--- src/rtl/pwm_pkg.sv ---
// Shared constants and state encoding for the multi-channel PWM block.
package pwm_pkg;

  // Register-write field selectors
  localparam logic [1:0] SEL_ON       = 2'd0;
  localparam logic [1:0] SEL_OFF      = 2'd1;
  localparam logic [1:0] SEL_CTRL     = 2'd2;
  localparam logic [1:0] SEL_PRESCALE = 2'd3;

  // Bit positions inside a SEL_CTRL write
  localparam int unsigned CTRL_EN_BIT  = 0;
  localparam int unsigned CTRL_INV_BIT = 1;

  typedef enum logic [1:0] {
    StIdle = 2'd0,
    StOn   = 2'd1,
    StOff  = 2'd2
  } pwm_state_e;

endpackage

--- src/rtl/pwm_channel.sv ---
// One PWM channel: shadow/active period registers, on/off FSM, down-counter
// and registered output.
module pwm_channel
  import pwm_pkg::*;
#(
  parameter int unsigned CntWidth = 16
) (
  input  logic                clk_i,
  input  logic                rst_ni,
  input  logic                tick_i,
  input  logic                sync_i,
  input  logic                wr_on_i,
  input  logic                wr_off_i,
  input  logic                wr_ctrl_i,
  input  logic [CntWidth-1:0] wr_data_i,
  output logic                pwm_o,
  output logic                period_done_o,
  output logic                busy_o
);

  logic [CntWidth-1:0] shadow_on_q, shadow_off_q;
  logic [CntWidth-1:0] active_on_q, active_off_q;
  logic [CntWidth-1:0] cnt_q;
  logic                en_q, inv_q, en_d, inv_d;
  logic                pwm_q, period_done_q;
  pwm_state_e          state_q;

  pwm_state_e          start_state;
  logic [CntWidth-1:0] start_cnt;
  logic                cnt_zero, period_end, start_now;

  // Control bits act on the same edge they are written.
  assign en_d  = wr_ctrl_i ? wr_data_i[CTRL_EN_BIT]  : en_q;
  assign inv_d = wr_ctrl_i ? wr_data_i[CTRL_INV_BIT] : inv_q;

  // A period always starts from the pre-write shadow values. A 0/0 setting
  // parks in OFF with a zero count so every tick closes a period.
  assign start_state = (shadow_on_q != '0) ? StOn : StOff;
  assign start_cnt   = (shadow_on_q != '0)  ? shadow_on_q - CntWidth'(1) :
                       (shadow_off_q != '0) ? shadow_off_q - CntWidth'(1) : '0;

  assign cnt_zero   = (cnt_q == '0);
  assign period_end = tick_i && cnt_zero &&
                      ((state_q == StOff) || ((state_q == StOn) && (active_off_q == '0)));
  assign start_now  = sync_i || (tick_i && (state_q == StIdle)) || period_end;

  // Shadow and control registers, written from the shared write port.
  always_ff @(posedge clk_i or negedge rst_ni) begin
    if (!rst_ni) begin
      shadow_on_q  <= '0;
      shadow_off_q <= '0;
      en_q         <= 1'b0;
      inv_q        <= 1'b0;
    end else begin
      if (wr_on_i)  shadow_on_q  <= wr_data_i;
      if (wr_off_i) shadow_off_q <= wr_data_i;
      en_q  <= en_d;
      inv_q <= inv_d;
    end
  end

  // Channel FSM with registered output and period strobe; disable beats sync.
  always_ff @(posedge clk_i or negedge rst_ni) begin
    if (!rst_ni) begin
      state_q       <= StIdle;
      cnt_q         <= '0;
      active_on_q   <= '0;
      active_off_q  <= '0;
      pwm_q         <= 1'b0;
      period_done_q <= 1'b0;
    end else begin
      period_done_q <= 1'b0;
      if (!en_d) begin
        state_q <= StIdle;
        cnt_q   <= '0;
        pwm_q   <= inv_d;
      end else if (start_now) begin
        active_on_q   <= shadow_on_q;
        active_off_q  <= shadow_off_q;
        state_q       <= start_state;
        cnt_q         <= start_cnt;
        pwm_q         <= (start_state == StOn) ^ inv_d;
        period_done_q <= period_end && !sync_i;
      end else if (tick_i) begin
        unique case (state_q)
          StOn: begin
            if (cnt_zero) begin
              // period_end covers the off==0 case, so off is non-zero here
              state_q <= StOff;
              cnt_q   <= active_off_q - CntWidth'(1);
              pwm_q   <= inv_d;
            end else begin
              cnt_q <= cnt_q - CntWidth'(1);
              pwm_q <= ~inv_d;
            end
          end
          StOff: begin
            cnt_q <= cnt_q - CntWidth'(1);
            pwm_q <= inv_d;
          end
          default: pwm_q <= inv_d;
        endcase
      end else begin
        pwm_q <= (state_q == StOn) ^ inv_d;
      end
    end
  end

  assign pwm_o         = pwm_q;
  assign period_done_o = period_done_q;
  assign busy_o        = (state_q != StIdle);

endmodule

--- src/rtl/pwm_multi.sv ---
// Multi-channel PWM generator: shared prescaler, register-write decode and
// an array of independent channels.
module pwm_multi
  import pwm_pkg::*;
#(
  parameter int unsigned NUM_CH    = 4,
  parameter int unsigned CNT_WIDTH = 16,
  parameter int unsigned PRE_WIDTH = 8,
  localparam int unsigned CH_W     = (NUM_CH > 1) ? $clog2(NUM_CH) : 1
) (
  input  logic                 clock,
  input  logic                 reset,
  input  logic                 wr_en,
  input  logic [CH_W-1:0]      wr_ch,
  input  logic [1:0]           wr_sel,
  input  logic [CNT_WIDTH-1:0] wr_data,
  input  logic                 sync,
  output logic [NUM_CH-1:0]    pwm_out,
  output logic [NUM_CH-1:0]    period_done,
  output logic [NUM_CH-1:0]    busy
);

  logic [PRE_WIDTH-1:0] prescale_q, pre_cnt_q;
  logic                 tick, wr_prescale;

  assign tick        = (pre_cnt_q == prescale_q);
  assign wr_prescale = wr_en && (wr_sel == SEL_PRESCALE);

  // Shared prescaler; sync and a new prescale value both realign it.
  always_ff @(posedge clock or negedge reset) begin
    if (!reset) begin
      prescale_q <= '0;
      pre_cnt_q  <= '0;
    end else begin
      if (wr_prescale) prescale_q <= wr_data[PRE_WIDTH-1:0];
      if (wr_prescale || sync || tick) pre_cnt_q <= '0;
      else                             pre_cnt_q <= pre_cnt_q + PRE_WIDTH'(1);
    end
  end

  for (genvar i = 0; i < NUM_CH; i++) begin : g_ch
    logic hit;
    // Out-of-range channel numbers never match any instance.
    assign hit = wr_en && (wr_ch == CH_W'(i));

    pwm_channel #(
      .CntWidth(CNT_WIDTH)
    ) u_ch (
      .clk_i        (clock),
      .rst_ni       (reset),
      .tick_i       (tick),
      .sync_i       (sync),
      .wr_on_i      (hit && (wr_sel == SEL_ON)),
      .wr_off_i     (hit && (wr_sel == SEL_OFF)),
      .wr_ctrl_i    (hit && (wr_sel == SEL_CTRL)),
      .wr_data_i    (wr_data),
      .pwm_o        (pwm_out[i]),
      .period_done_o(period_done[i]),
      .busy_o       (busy[i])
    );
  end

endmodule
--- config.mk ---
export PLATFORM = sky130hd
export DESIGN_NAME = pwm_multi
export DESIGN_NICKNAME = d
export VERILOG_FILES = /design/src/rtl/pwm_pkg.sv /design/src/rtl/pwm_channel.sv /design/src/rtl/pwm_multi.sv
export SDC_FILE = /design/constraint.sdc
export NUM_CORES = 1
export LEC_CHECK = 0
export BUFFER_PORTS_ARGS = -buffer_cell sky130_fd_sc_hd__buf_2
export CAP_MARGIN = 10
export CORE_ASPECT_RATIO = 1.5
export CORE_MARGIN = 2
export CORE_UTILIZATION = 35
export DETAILED_ROUTE_END_ITERATION = 8
export PLACE_DENSITY = 0.6
export SETUP_SLACK_MARGIN = 0.1
export SLEW_MARGIN = 20
export SYNTH_ARGS = -nofsm -noshare
export SYNTH_HDL_FRONTEND = slang
export SYNTH_HIERARCHICAL = 1
export SYNTH_SLANG_ARGS = --single-unit
--- constraint.sdc ---
create_clock -name clock -period 5.1 [get_ports clock]
set_input_delay 1.53 -clock clock [delete_from_list [all_inputs] [get_ports clock]]
set_output_delay 1.53 -clock clock [all_outputs]
set_load 0.005 [all_outputs]
[After elaboration in Yosys (flattened, before gate mapping)]
Cells that the tools add are included.
Widths: inputs -> output; s select.
Word-level totals
  bits in registers: 296
  bits in latches: 0
  bits in writable memories: 0
  ROM bits: 0
  input port bits: 24
  output and inout bits: 12
  logic and storage cells: 281
  memories kept: 0
Operators by class
  add/subtract/negate cells: 17
  multiply operators: 0
  div/mod/pow operators: 0
  order comparisons: 0
  equality and inequality tests: 35
  shifts and indexed selects: 0
  muxes and demuxes: 89
  bitwise logic cells: 12
  reductions and logical operators: 90
Operators by type and width (number)
  $mux 16: 24
  $sub 16x1->16 const B: 16
  $logic_not 16->1: 8
  $pmux 16 s2: 4
  $reduce_bool 16->1: 8
  $mux 2: 24
  $logic_and 1x1->1: 37
  $mux 1: 36
  $ne 3x3->1 const B: 11
  $eq 2x1->1 const B: 10
  $eq 2x2->1 const B: 8
  $ne 4x4->1 const B: 4
  $reduce_and 2->1: 8
  $logic_or 1x1->1: 14
  $logic_not 2->1: 6
  $reduce_and 3->1: 4
  $add 8x1->8 const B: 1
  $eq 8x8->1: 1
  $mux 8: 1
  $reduce_bool 2->1: 4
  $xor 1x1->1: 8
  $not 1->1: 4
  $ne 3x2->1 const B: 1
  $logic_not 1->1: 1

[Depth between registers and ports, before layout]
Gate-level depths: netlist of run 1.
  word-level depth: 10
  mapped depth: 11
  depth with buffers taken out: 8

[Modules after synthesis]
Netlist of run 1, hierarchy kept.
By module, submodules not included
  pwm_channel at g_ch[2].u_ch ...: instances 2, cells an instance 464, area an instance 4455.5 um^2
  pwm_channel at g_ch[0].u_ch ...: instances 2, cells an instance 434, area an instance 4375.4 um^2
  pwm_multi: instances 1, cells an instance 82, area an instance 899.6 um^2

[Worst setup path before layout of run 1]
Ideal clock, no wire load.
  path kind: input port to flip-flop
  start point: input port wr_ch[1]
  end point: register g_ch[0].u_ch.cnt_q[10]
  library setup time: 124 ps
  arrival time: 3821 ps
  required time: 4976 ps
  slack: 1155 ps
  stages: 9
  path buffers: 1
  cells stage by stage: or3b_2 > nor2_1 > mux2i_1 > a211oi_1 > or2_2 > a21o_1 > buf_2 > a211oi_1 > a211o_1
Between the ends
  word-level cells in the longest chain between the ends: 6
  elaborated cells between the ends (all ways): 8
  those cells by class: eq/ne: 2; mux: 2; reduce/logical: 4
RTL lines
  start, declared: RTL line pwm_multi.sv:14  | input logic [CH_W-1:0] wr_ch,
  $logic_not 2->1 *: RTL line pwm_multi.sv:44  | assign hit = wr_en && (wr_ch == CH_W'(i));
  $logic_and 1x1->1 *: RTL line pwm_multi.sv:44
  $logic_and 1x1->1 *: RTL line pwm_multi.sv:55  | .wr_ctrl_i (hit && (wr_sel == SEL_CTRL)),
  $mux 1 *: RTL line pwm_channel.sv:33  | assign en_d = wr_ctrl_i ? wr_data_i[CTRL_EN_BIT] : en_q;
  $ne 4x4->1 (no source line) or $ne 3x2->1 (tied branches)
  $reduce_and 2->1 (no source line)
  end signal, assigned: RTL line pwm_channel.sv:81  | cnt_q <= start_cnt;
  end signal, assigned: RTL line pwm_channel.sv:90  | cnt_q <= active_off_q - CntWidth'(1);
  end signal, assigned: RTL line pwm_channel.sv:93  | cnt_q <= cnt_q - CntWidth'(1);
  end, declared: RTL line pwm_channel.sv:23  | logic [CntWidth-1:0] cnt_q;
Every way passes the cells marked *; elsewhere a longest branch is shown, timed or not.
A chain may end at the register's enable or synchronous reset.

[Worst setup path after layout of run 1]
  start point: register pre_cnt_q[4]
  end point: register g_ch[3].u_ch.active_off_q[12]
Between the ends
  word-level cells in the longest chain between the ends: 5
  elaborated cells between the ends (all ways): 7
  those cells by class: eq/ne: 1; reduce/logical: 6
RTL lines
  start, declared: RTL line pwm_multi.sv:23  | logic [PRE_WIDTH-1:0] prescale_q, pre_cnt_q;
  start signal, assigned: RTL line pwm_multi.sv:37  | else pre_cnt_q <= pre_cnt_q + PRE_WIDTH'(1);
  $eq 8x8->1 *: RTL line pwm_multi.sv:26  | assign tick = (pre_cnt_q == prescale_q);
  named net tick: RTL line pwm_multi.sv:24  | logic tick, wr_prescale;
  $logic_and 1x1->1 (on tied branches): RTL line pwm_channel.sv:45, pwm_channel.sv:43
  $logic_or 1x1->1 or $logic_and 1x1->1 (tied branches): RTL line pwm_channel.sv:45, pwm_channel.sv:43
  $logic_or 1x1->1 *: RTL line pwm_channel.sv:45  | assign start_now = sync_i || (tick_i && (state_q == StIdle)) || period_end;
  $reduce_and 2->1 (no source line) *
  end signal, assigned: RTL line pwm_channel.sv:79  | active_off_q <= shadow_off_q;
  end, declared: RTL line pwm_channel.sv:22  | logic [CntWidth-1:0] active_on_q, active_off_q;
The timed path passes the listed nets; every way through them passes the cells marked *.

==> results_dict.tcl, run 1 <==
set metrics [dict create \
    status "complete, no violations" \
    drive_gt1_frac 0.1692 \
    irDropWorstVdd_uv 328.9 \
    critPathKind "reg -> reg" \
    critPathBufInv 1 \
    avgSynthCellArea_um2 9.884 \
    design.core.area_mm2 0.05258 \
    drv_cap 0 \
    nNetsFinal 1942 \
    grt_pass1_wl_um 84760 \
    dieArea_mm2 0.05493 \
    drt_wl_total_um 54040 \
    hold_class "reg -> reg" \
    async_flop_share 1.000 \
    syn_inst 1878 \
    vias 14860 \
    numCtsBuffers 30 \
    rows 103 \
    clkSlewWorstSetupHoldPaths_ps 60 \
    io_pins 36 \
    whs_ps 523.3 \
    post_cts.repair.setup_buffers 0 \
    r2r_setup_slack_ps 1430 \
    yosysMostFrequentCell "dfrtp_1" \
    gp_congestion 0.9226 \
    yosysTopAreaCell "dfrtp_1" \
    synth_nets 1927 \
    path_cells "xor2_1, nor4_4, and2_1, buf_4, a21oi_1, o211ai_1, nand3_1, mux2_1" \
    grt.total_usage 0.1962 \
    finalWorstSetupSlack_ps 1432 \
    grt_max_degree 99 \
    synth.area.top_cells "dfrtp_1 (40%), mux2_2 (8.4%), xor2_1 (4.4%)" \
    fillCellCount 5231 \
    max-clock-path-buffers 3 \
    layout.cells.non_filler 2597 \
    final_util 0.3910 \
    ant_nets 0 \
    place_area_mm2 0.01947 \
    yosys_warnings 6 \
    rsz0062_at_grt "no" \
    cts.repair.resized 0 \
    critical_path_arrival_ps 4120 \
    root_buffer "clkbuf_16" \
    tightestPinTransition_ps 1078 \
    finalSetupTns_ps 0 \
    route.detailed.drc 0 \
    ys.flop_type "dfrtp_1" \
    crit_path_end_kind "flip-flop" \
    post-dp-hpwl_um 39210 \
    detail_route.wl_per_cell_um 20.81 \
    place_ws_ps 991.0 \
    first_iter_violations 979 \
    ys_ff_latch 296 \
    period_share 0.7192 \
    cts-htree-levels 1 \
    crit_path_start_kind "flip-flop" \
    fmax_ghz 0.2726 \
    power_mw 10.56 \
    netlist_top_cells_count "dfrtp_1 (296), nand2_1 (140), mux2_2 (138)" \
    initial_utilization 0.3530 \
    yosysTopAreaCellShare 0.3991 \
    cpLargestDelayFamily "simple AND/OR/NAND/NOR gates" \
    clock-sinks 296 \
    insertion_delay_ps 580 \
    critPathMaxStageDelay_ps 750 \
    synth_area_mm2 0.01856 \
    yosysSeqAreaShare 0.3991 \
    drtPass1Iterations 5 \
    critical-path-slowest-cell "nand3_1" \
    finalSetupViolCount 0 \
    place_inst 2543 \
    cp_max_fo 28 \
    max-slew-margin-rel 0.2749 \
    yosys.cell_types.count 80 \
    cp_data_required_time_ps 5550 \
    skew_ps 13.90 \
    grt_overflow_total 0 \
    post-route-min-period_ps 3668 \
    viasPerCell 5.722 \
    antenna_found_initial 0 \
    fp.dieH_um 286.0 \
    area_growth_syn_to_layout_pct 10.77 \
    cts_hold_buf 0 \
    cts_tree "built" \
    hold_viol 0 \
    synth_edf_count 0 \
    drv_slew 0 \
    n_antenna_cell 0 \
    io_buffers 35 \
    die_w_um 192.0 \
    final_cell_area_mm2 0.02056 \
    p_per_area_mw_per_mm2 513.6 \
    grt_pass1_vias 15019 \
    p_leak_nw 8.226 \
]
-- layer usage --
layer,global-route usage,part of all wire
met1,0.2289,0.40
met2,0.3559,0.52
met3,0.01828,0.034
met4,0.09676,0.050
met5,0,0
-- layout make-up --
| type | instances | area [µm²] | area share |
|---|---|---|---|
| tap | 682 | 853.3 | 0.04150 |
| multi-input combinational | 1449 | 10590 | 0.5150 |
| clock inverter | 14 | 227.7 | 0.01108 |
| timing repair buffer | 61 | 417.9 | 0.02032 |
| clock buffer | 40 | 859.6 | 0.04181 |
| inverter | 55 | 206.4 | 0.01004 |
| sequential | 296 | 7407 | 0.3602 |
-- cells in the final DEF (no fill, tap or decap), types with 11 or more instances in the layout --
cell type and n:
nor4_2 14, o22ai_1 14, nand3_1 49, a31oi_1 14, buf_4 23, o21ai_0 85
a21oi_1 50, dfrtp_1 296, nand2b_1 15, mux2i_1 32, nand2_1 140, o21ai_1 14
nor4_1 44, xnor2_1 85, xor2_1 94, nor2_1 124, mux2_1 42, nand4b_1 14
and2_1 11, nor3b_1 16, nand4_1 27, a211oi_1 39, o211ai_1 36, nor3_1 58
ha_1 25, mux2_2 138, or3_1 31, a211o_1 18, clkbuf_16 31, or4_1 24
inv_1 55, buf_2 34
-- kinds of logic after synthesis --
| family | count (synthesis) | synth area share |
|---|---|---|
| adders and majority gates | 25 | 0.01685 |
| muxes | 214 | 0.1281 |
| xor gates and xnor gates | 179 | 0.08446 |
| DFF | 296 | 0.3991 |
| buffers and inverters | 133 | 0.03303 |
| and+or+nand+nor | 666 | 0.2055 |
| AOI/OAI and AO/OA | 365 | 0.1330 |
-- path summary, 6_finish.rpt --
kind,from,endpoint,depth (start not counted)
worst max-delay path,pre_cnt_q[4],g_ch[3].u_ch/active_off_q[12],8
worst min-delay path,prescale_q[6],prescale_q[6],1
worst max register to register,pre_cnt_q[4],g_ch[3].u_ch/active_off_q[12],8
worst min register to register,prescale_q[6],prescale_q[6],1
max in group asynchronous,reset,g_ch[3].u_ch/active_off_q[13],2
min in group asynchronous,reset,g_ch[0].u_ch/cnt_q[11],1
-- sequential cells by signal, indices dropped and copies added (netlist names) --
signal	count
g_ch.u_ch/shadow_off_q	64
g_ch.u_ch/pwm_o	4
g_ch.u_ch/inv_q	4
g_ch.u_ch/shadow_on_q	64
g_ch.u_ch/en_q	4
g_ch.u_ch/state_q	8
g_ch.u_ch/cnt_q	64
g_ch.u_ch/period_done_o	4
pre_cnt_q	8
prescale_q	8
g_ch.u_ch/active_off_q	64
-- power breakdown --
group	switching, mW	internal [mW]
logic	2.26	1.82
clock network	0.984	1.48
registers	0.985	3.04
total	4.23	6.33
Power figures use the tool's default switching activity.
==> run 2, diff against run 1 <==
--- a/config.mk
+++ b/config.mk
@@ -11,7 +11,7 @@
 export CORE_MARGIN = 2
 export CORE_UTILIZATION = 35
 export DETAILED_ROUTE_END_ITERATION = 8
-export PLACE_DENSITY = 0.6
+export PLACE_DENSITY = 0.61
 export SETUP_SLACK_MARGIN = 0.1
 export SLEW_MARGIN = 20
 export SYNTH_ARGS = -nofsm -noshare
==> constraint.sdc (replaced) <==
create_clock -name clock -period 3.1 [get_ports clock]
set_input_delay 0.93 -clock clock [delete_from_list [all_inputs] [get_ports clock]]
set_output_delay 0.93 -clock clock [all_outputs]
set_load 0.005 [all_outputs]
==> run 2 against run 1 <==
Combinational power grew 73%. Worst hold slack lost 250 ps. Non-clock buffer count grew 76. Clock power grew 53%. Flip-flop and latch count is the same. Count of clock-buffer cells in the layout shrank 3. Final cell count grew 3.0%. Via count grew 2.8%. Sequential share of layout area shrank 0.97 points.
==> results_dict.tcl, run 2 (synthesis results as in run 1) <==
set metrics [dict create \
    rsz0062_at_grt "no" \
    reg2reg_depth 8 \
    area_growth_syn_to_layout_pct 13.84 \
    cts-htree-levels 1 \
    fp.dieH_um 286.0 \
    io_pins 36 \
    drv_cap 0 \
    dieArea_mm2 0.05493 \
    nNetsFinal 2018 \
    grt_max_degree 71 \
    cts.repair.resized 0 \
    crit_path_end_kind "flip-flop" \
    crit_start "g_ch[1].u_ch/shadow_on_q[0]" \
    numCtsBuffers 30 \
    grt_overflow_total 0 \
    cts_hold_buf 0 \
    drive_gt1_frac 0.2037 \
    cts_tree "built" \
    finalSetupTns_ps 0 \
    use_met1 0.2272 \
    ant_nets 0 \
    insertion_delay_ps 590 \
    met3_usage 0.01730 \
    place_area_mm2 0.02011 \
    status "complete, no violations" \
    period_share 0.9321 \
    post-dp-hpwl_um 39980 \
    vias 15273 \
    die_w_um 192.0 \
    drtPass1Iterations 5 \
    critPathKind "reg -> reg" \
    antenna_found_initial 1 \
    cp_data_required_time_ps 3550 \
    layout_common_cells "dfrtp_1 (296), nand2_1 (140), mux2_2 (138)" \
    skew_ps 19.75 \
    drv_slew 0 \
    top_usage_layer "met2" \
    grt.total_usage 0.1956 \
    tightestPinTransition_ps 640.5 \
    max-slew-margin-rel 0.5670 \
    design.core.area_mm2 0.05258 \
    r2r_start "g_ch[1].u_ch/shadow_on_q[0]" \
    n_antenna_cell 0 \
    gp_congestion 0.9314 \
    route.detailed.drc 0 \
    post-route-min-period_ps 2890 \
    clock-sinks 296 \
    finalSetupViolCount 0 \
    hold_class "in -> async" \
    p_leak_nw 8.600 \
    crit_path_start_kind "flip-flop" \
    irDropWorstVdd_uv 473.0 \
    grtUsageMet2 0.3592 \
    p_per_area_mw_per_mm2 824.6 \
    final_common_cell "dfrtp_1" \
    rows 103 \
    final_cell_area_mm2 0.02113 \
    cp_max_fo 10 \
    detail_route.wl_per_cell_um 19.95 \
    io_buffers 35 \
    grt_pass1_vias 15526 \
    fillCellCount 5200 \
    first_iter_violations 944 \
    grt_pass1_wl_um 85490 \
    viasPerCell 5.710 \
    post_cts.repair.setup_buffers 0 \
    hold_viol 0 \
    fmax_ghz 0.3461 \
    critical_path_arrival_ps 3340 \
    initial_utilization 0.3530 \
    clkSlewWorstSetupHoldPaths_ps 70 \
    root_buffer "clkbuf_16" \
    drt_wl_total_um 53360 \
    max-clock-path-buffers 3 \
]
## run 2: cell types whose count changed in the layout (fill, tap and decap cells not counted), moves of 3 or more
cell / change
buf_12: +3
bufinv_16: -3
clkinv_2: +4
buf_4: +73
## run 2: path summary, 6_finish.rpt
path | to | slack (ps)
hold reg to reg | g_ch[1].u_ch/inv_q | 530
setup / recovery | g_ch[1].u_ch/cnt_q[4] | 210
setup reg to reg | g_ch[1].u_ch/cnt_q[4] | 210
hold / removal | g_ch[1].u_ch/cnt_q[11] | 280
min in group clock | g_ch[1].u_ch/inv_q | 530
max in group asynchronous | g_ch[3].u_ch/inv_q | 1930
## run 2: through the flow
step,setup slack (ps),utilization,hold WS [ps],instances,power [mW]
detailed placement,13.00,0.3825,511.8,2619,13.64
floorplan,112.9,-,485.1,1878,11.37
global route,123.6,0.4019,330.8,2675,18.58
global placement,54.30,0.3825,508.0,2619,13.48
finish,210.4,0.4019,275.4,2675,17.42
CTS,194.4,0.4017,307.4,2675,17.50
## run 2: routing by layer
layer  vias to the layer above  share of wire
met3                       123          0.034
met4                         2          0.045
met5                         -        0.00024
met1                      7630           0.40
li1                       7149              -
met2                       369           0.52
## run 2: worst max-delay path, cell delays in order, from the launching register on
cell and delay (ps):
dfrtp_1 420, inv_1 110, ha_1 160, or4b_2 650, nor3_2 210, and2_1 390, buf_4 260, o22ai_1 180
a221o_1 370
## run 2: layout make-up
class                           instances  area, µm²  share of cell area
Multi-Input combinational cell       1449      10630              0.5030
Sequential cell                       296       7407              0.3505
Timing Repair Buffer                  137       1026             0.04855
Tap cell                              682      853.3             0.04038
Clock buffer                           37      807.0             0.03819
Inverter                               55      206.4            0.009770
Clock inverter                         19      201.4            0.009533
## run 2: where the power goes
group | switching (mW) | total [mW] | internal (mW)
combinational | 3.80 | 7.04 | 3.24
clock | 1.65 | 3.77 | 2.11
sequential | 1.61 | 6.61 | 5.00
total | 7.07 | 17.4 | 10.4
==> run 3, diff against run 2 <==
--- a/config.mk
+++ b/config.mk
@@ -9,10 +9,11 @@
 export CAP_MARGIN = 10
 export CORE_ASPECT_RATIO = 1.5
 export CORE_MARGIN = 2
-export CORE_UTILIZATION = 35
+export CORE_UTILIZATION = 40
 export DETAILED_ROUTE_END_ITERATION = 8
-export PLACE_DENSITY = 0.61
+export PLACE_DENSITY = 0.67
 export SETUP_SLACK_MARGIN = 0.1
+export SKIP_CTS_REPAIR_TIMING = 1
 export SLEW_MARGIN = 20
 export SYNTH_ARGS = -nofsm -noshare
 export SYNTH_HDL_FRONTEND = slang
==> run 3 against run 2 <==
Flip-flop and latch count is the same. Die area is 12% lower. Sequential power about the same. Combinational power barely moved. Clock skew fell by 1.8 ps. Critical endpoint is now g_ch[0].u_ch/cnt_q[3]. Count of clock-buffer cells in the layout increased by 2. Core utilization grew 6.0 points. Clock power up 5%. Worst setup slack got worse by 19 ps. Via count about the same.
==> results_dict.tcl, run 3 (synthesis results as in run 1) <==
set metrics [dict create \
    status "complete, no violations" \
    area_growth_syn_to_layout_pct 13.91 \
    crit_start "pre_cnt_q[4]" \
    fmax_ghz 0.3438 \
    p_leak_nw 8.641 \
    hold_class "in -> async" \
    dieArea_mm2 0.04818 \
    hold_viol 0 \
    p_seq_frac 0.375 \
    crit_path_start_kind "flip-flop" \
    critPathMaxStageDelay_ps 470 \
    io_buffers 35 \
    skew_ps 17.94 \
    post-dp-hpwl_um 38860 \
    ant_nets 0 \
    cts-htree-levels 1 \
    fp.dieH_um 267.8 \
    viasPerCell 5.909 \
    initial_utilization 0.4056 \
    rsz0062_at_grt "yes" \
    cpLargestDelayFamily "simple AND/OR/NAND/NOR gates" \
    post-route-min-period_ps 2909 \
    nNetsFinal 2021 \
    grt_pass1_vias 15435 \
    critPathKind "reg -> reg" \
    final_common_cell "dfrtp_1" \
    clkPwrFrac 0.224 \
    path_cells "xor2_1, nor4_4, and2_1, buf_12, nor4bb_1, a41o_1, nand2_2, or3_1, a22o_1" \
    numCtsBuffers 30 \
    place_ws_ps -20.86 \
    combPwrFrac 0.401 \
    io_pins 36 \
    cp_data_required_time_ps 3560 \
    layout_common_cells "dfrtp_1 (296), nand2_1 (140), mux2_2 (138)" \
    finalSetupViolCount 0 \
    r2r_start "pre_cnt_q[4]" \
    drt_wl_total_um 52730 \
    drive_gt1_frac 0.2064 \
    critPathBufInv 1 \
    p_int_mw 10.58 \
    max-slew-margin-rel 0.4107 \
    clock-sinks 296 \
    reg2reg_depth 9 \
    critical-path-slowest-cell "or3_1" \
    max-clock-path-buffers 3 \
    route.detailed.drc 0 \
    grt_pass1_wl_um 84450 \
    final_util 0.4620 \
    grt_max_degree 72 \
    vias 15269 \
    grt_overflow_total 0 \
    drv_cap 0 \
    crit_path_end_kind "flip-flop" \
    irDropWorstVdd_uv 537.6 \
    root_buffer "clkbuf_16" \
    fillCellCount 4223 \
    cp.depth 9 \
    critical_path_arrival_ps 3370 \
    die_w_um 179.9 \
    design.core.area_mm2 0.04576 \
    first_iter_violations 983 \
    power_mw 17.61 \
    period_share 0.9383 \
    rows 96 \
    gp_congestion 0.9247 \
    clkSlewWorstSetupHoldPaths_ps 70 \
    antenna_found_initial 1 \
    finalSetupTns_ps 0 \
    insertion_delay_ps 570 \
    finalWorstSetupSlack_ps 191.3 \
    cp_max_fo 20 \
    swShare 0.3992 \
    drtPass1Iterations 8 \
    tightestPinTransition_ps 871.7 \
    grt.total_usage 0.2167 \
    detail_route.wl_per_cell_um 20.41 \
    cts_tree "built" \
    p_sw_mw 7.031 \
    drv_slew 0 \
    p_per_area_mw_per_mm2 833.1 \
    n_antenna_cell 0 \
]
-- run 3: cell types whose count changed in the layout (fill, tap and decap cells not counted), sizes merged --
cell      before  now
clkinv        12    6
clkinvlp       2    6
buf          137  140
bufinv         3    5
clkbuf        37   39
inv           57   55
-- run 3: final cells by class --
cell class	instances	area, µm²	area share
sequential	296	7407	0.3503
clock inverter	17	229.0	0.01083
timing repair buffer	140	1086	0.05137
clock buffer	39	845.8	0.04000
multi-input combinational	1449	10630	0.5029
tap	588	735.7	0.03480
inverter	55	206.4	0.009764
-- run 3: layer usage --
metal,wire [µm],part of all wire,vias to the layer above,global-route usage
met5,13,0.00025,-,0
met4,2884,0.055,2,0.1180
met3,1860,0.035,139,0.02290
met2,27260,0.52,386,0.3978
met1,20710,0.39,7596,0.2466
li1,-,-,7146,-
-- run 3: worst register-to-register path: stages, from the launching register on --
cell      delay [ps]
dfrtp_1          440
xor2_1           210
nor4_4           280
and2_1           220
buf_12           210
nor4bb_1         340
a41o_1           340
nand2_2          100
or3_1            470
a22o_1           210
-- run 3: worst paths after layout --
| kind | slack [ps] | end |
|---|---|---|
| max in group asynchronous | 2050 | g_ch[0].u_ch/active_off_q[10] |
| min reg2reg | 530 | g_ch[2].u_ch/cnt_q[11] |
| max reg2reg | 190 | g_ch[0].u_ch/cnt_q[3] |
| min | 300 | g_ch[1].u_ch/cnt_q[9] |
| min in group clock | 530 | g_ch[2].u_ch/cnt_q[11] |
| max | 190 | g_ch[0].u_ch/cnt_q[3] |
-- run 3: metrics by stage --
stage / instance area (µm²) / instances / hold slack, ps
after floorplan: 18600 / 1878 / 485.1
after global placement: 20050 / 2528 / 509.6
after detailed placement: 20050 / 2528 / 509.1
after CTS: 21130 / 2584 / 349.7
after global routing: 21140 / 2584 / 340.6
final: 21140 / 2584 / 304.2
-- run 3: power by group through the flow --
stage,Combinational (mW),Clock [mW],Sequential (mW)
global placement,6.81,0,6.58
finish,7.06,3.95,6.60
floorplan,5.23,0,6.13
global route,7.76,4.18,6.80
CTS,7.02,4.03,6.57
detailed placement,6.96,0,6.63
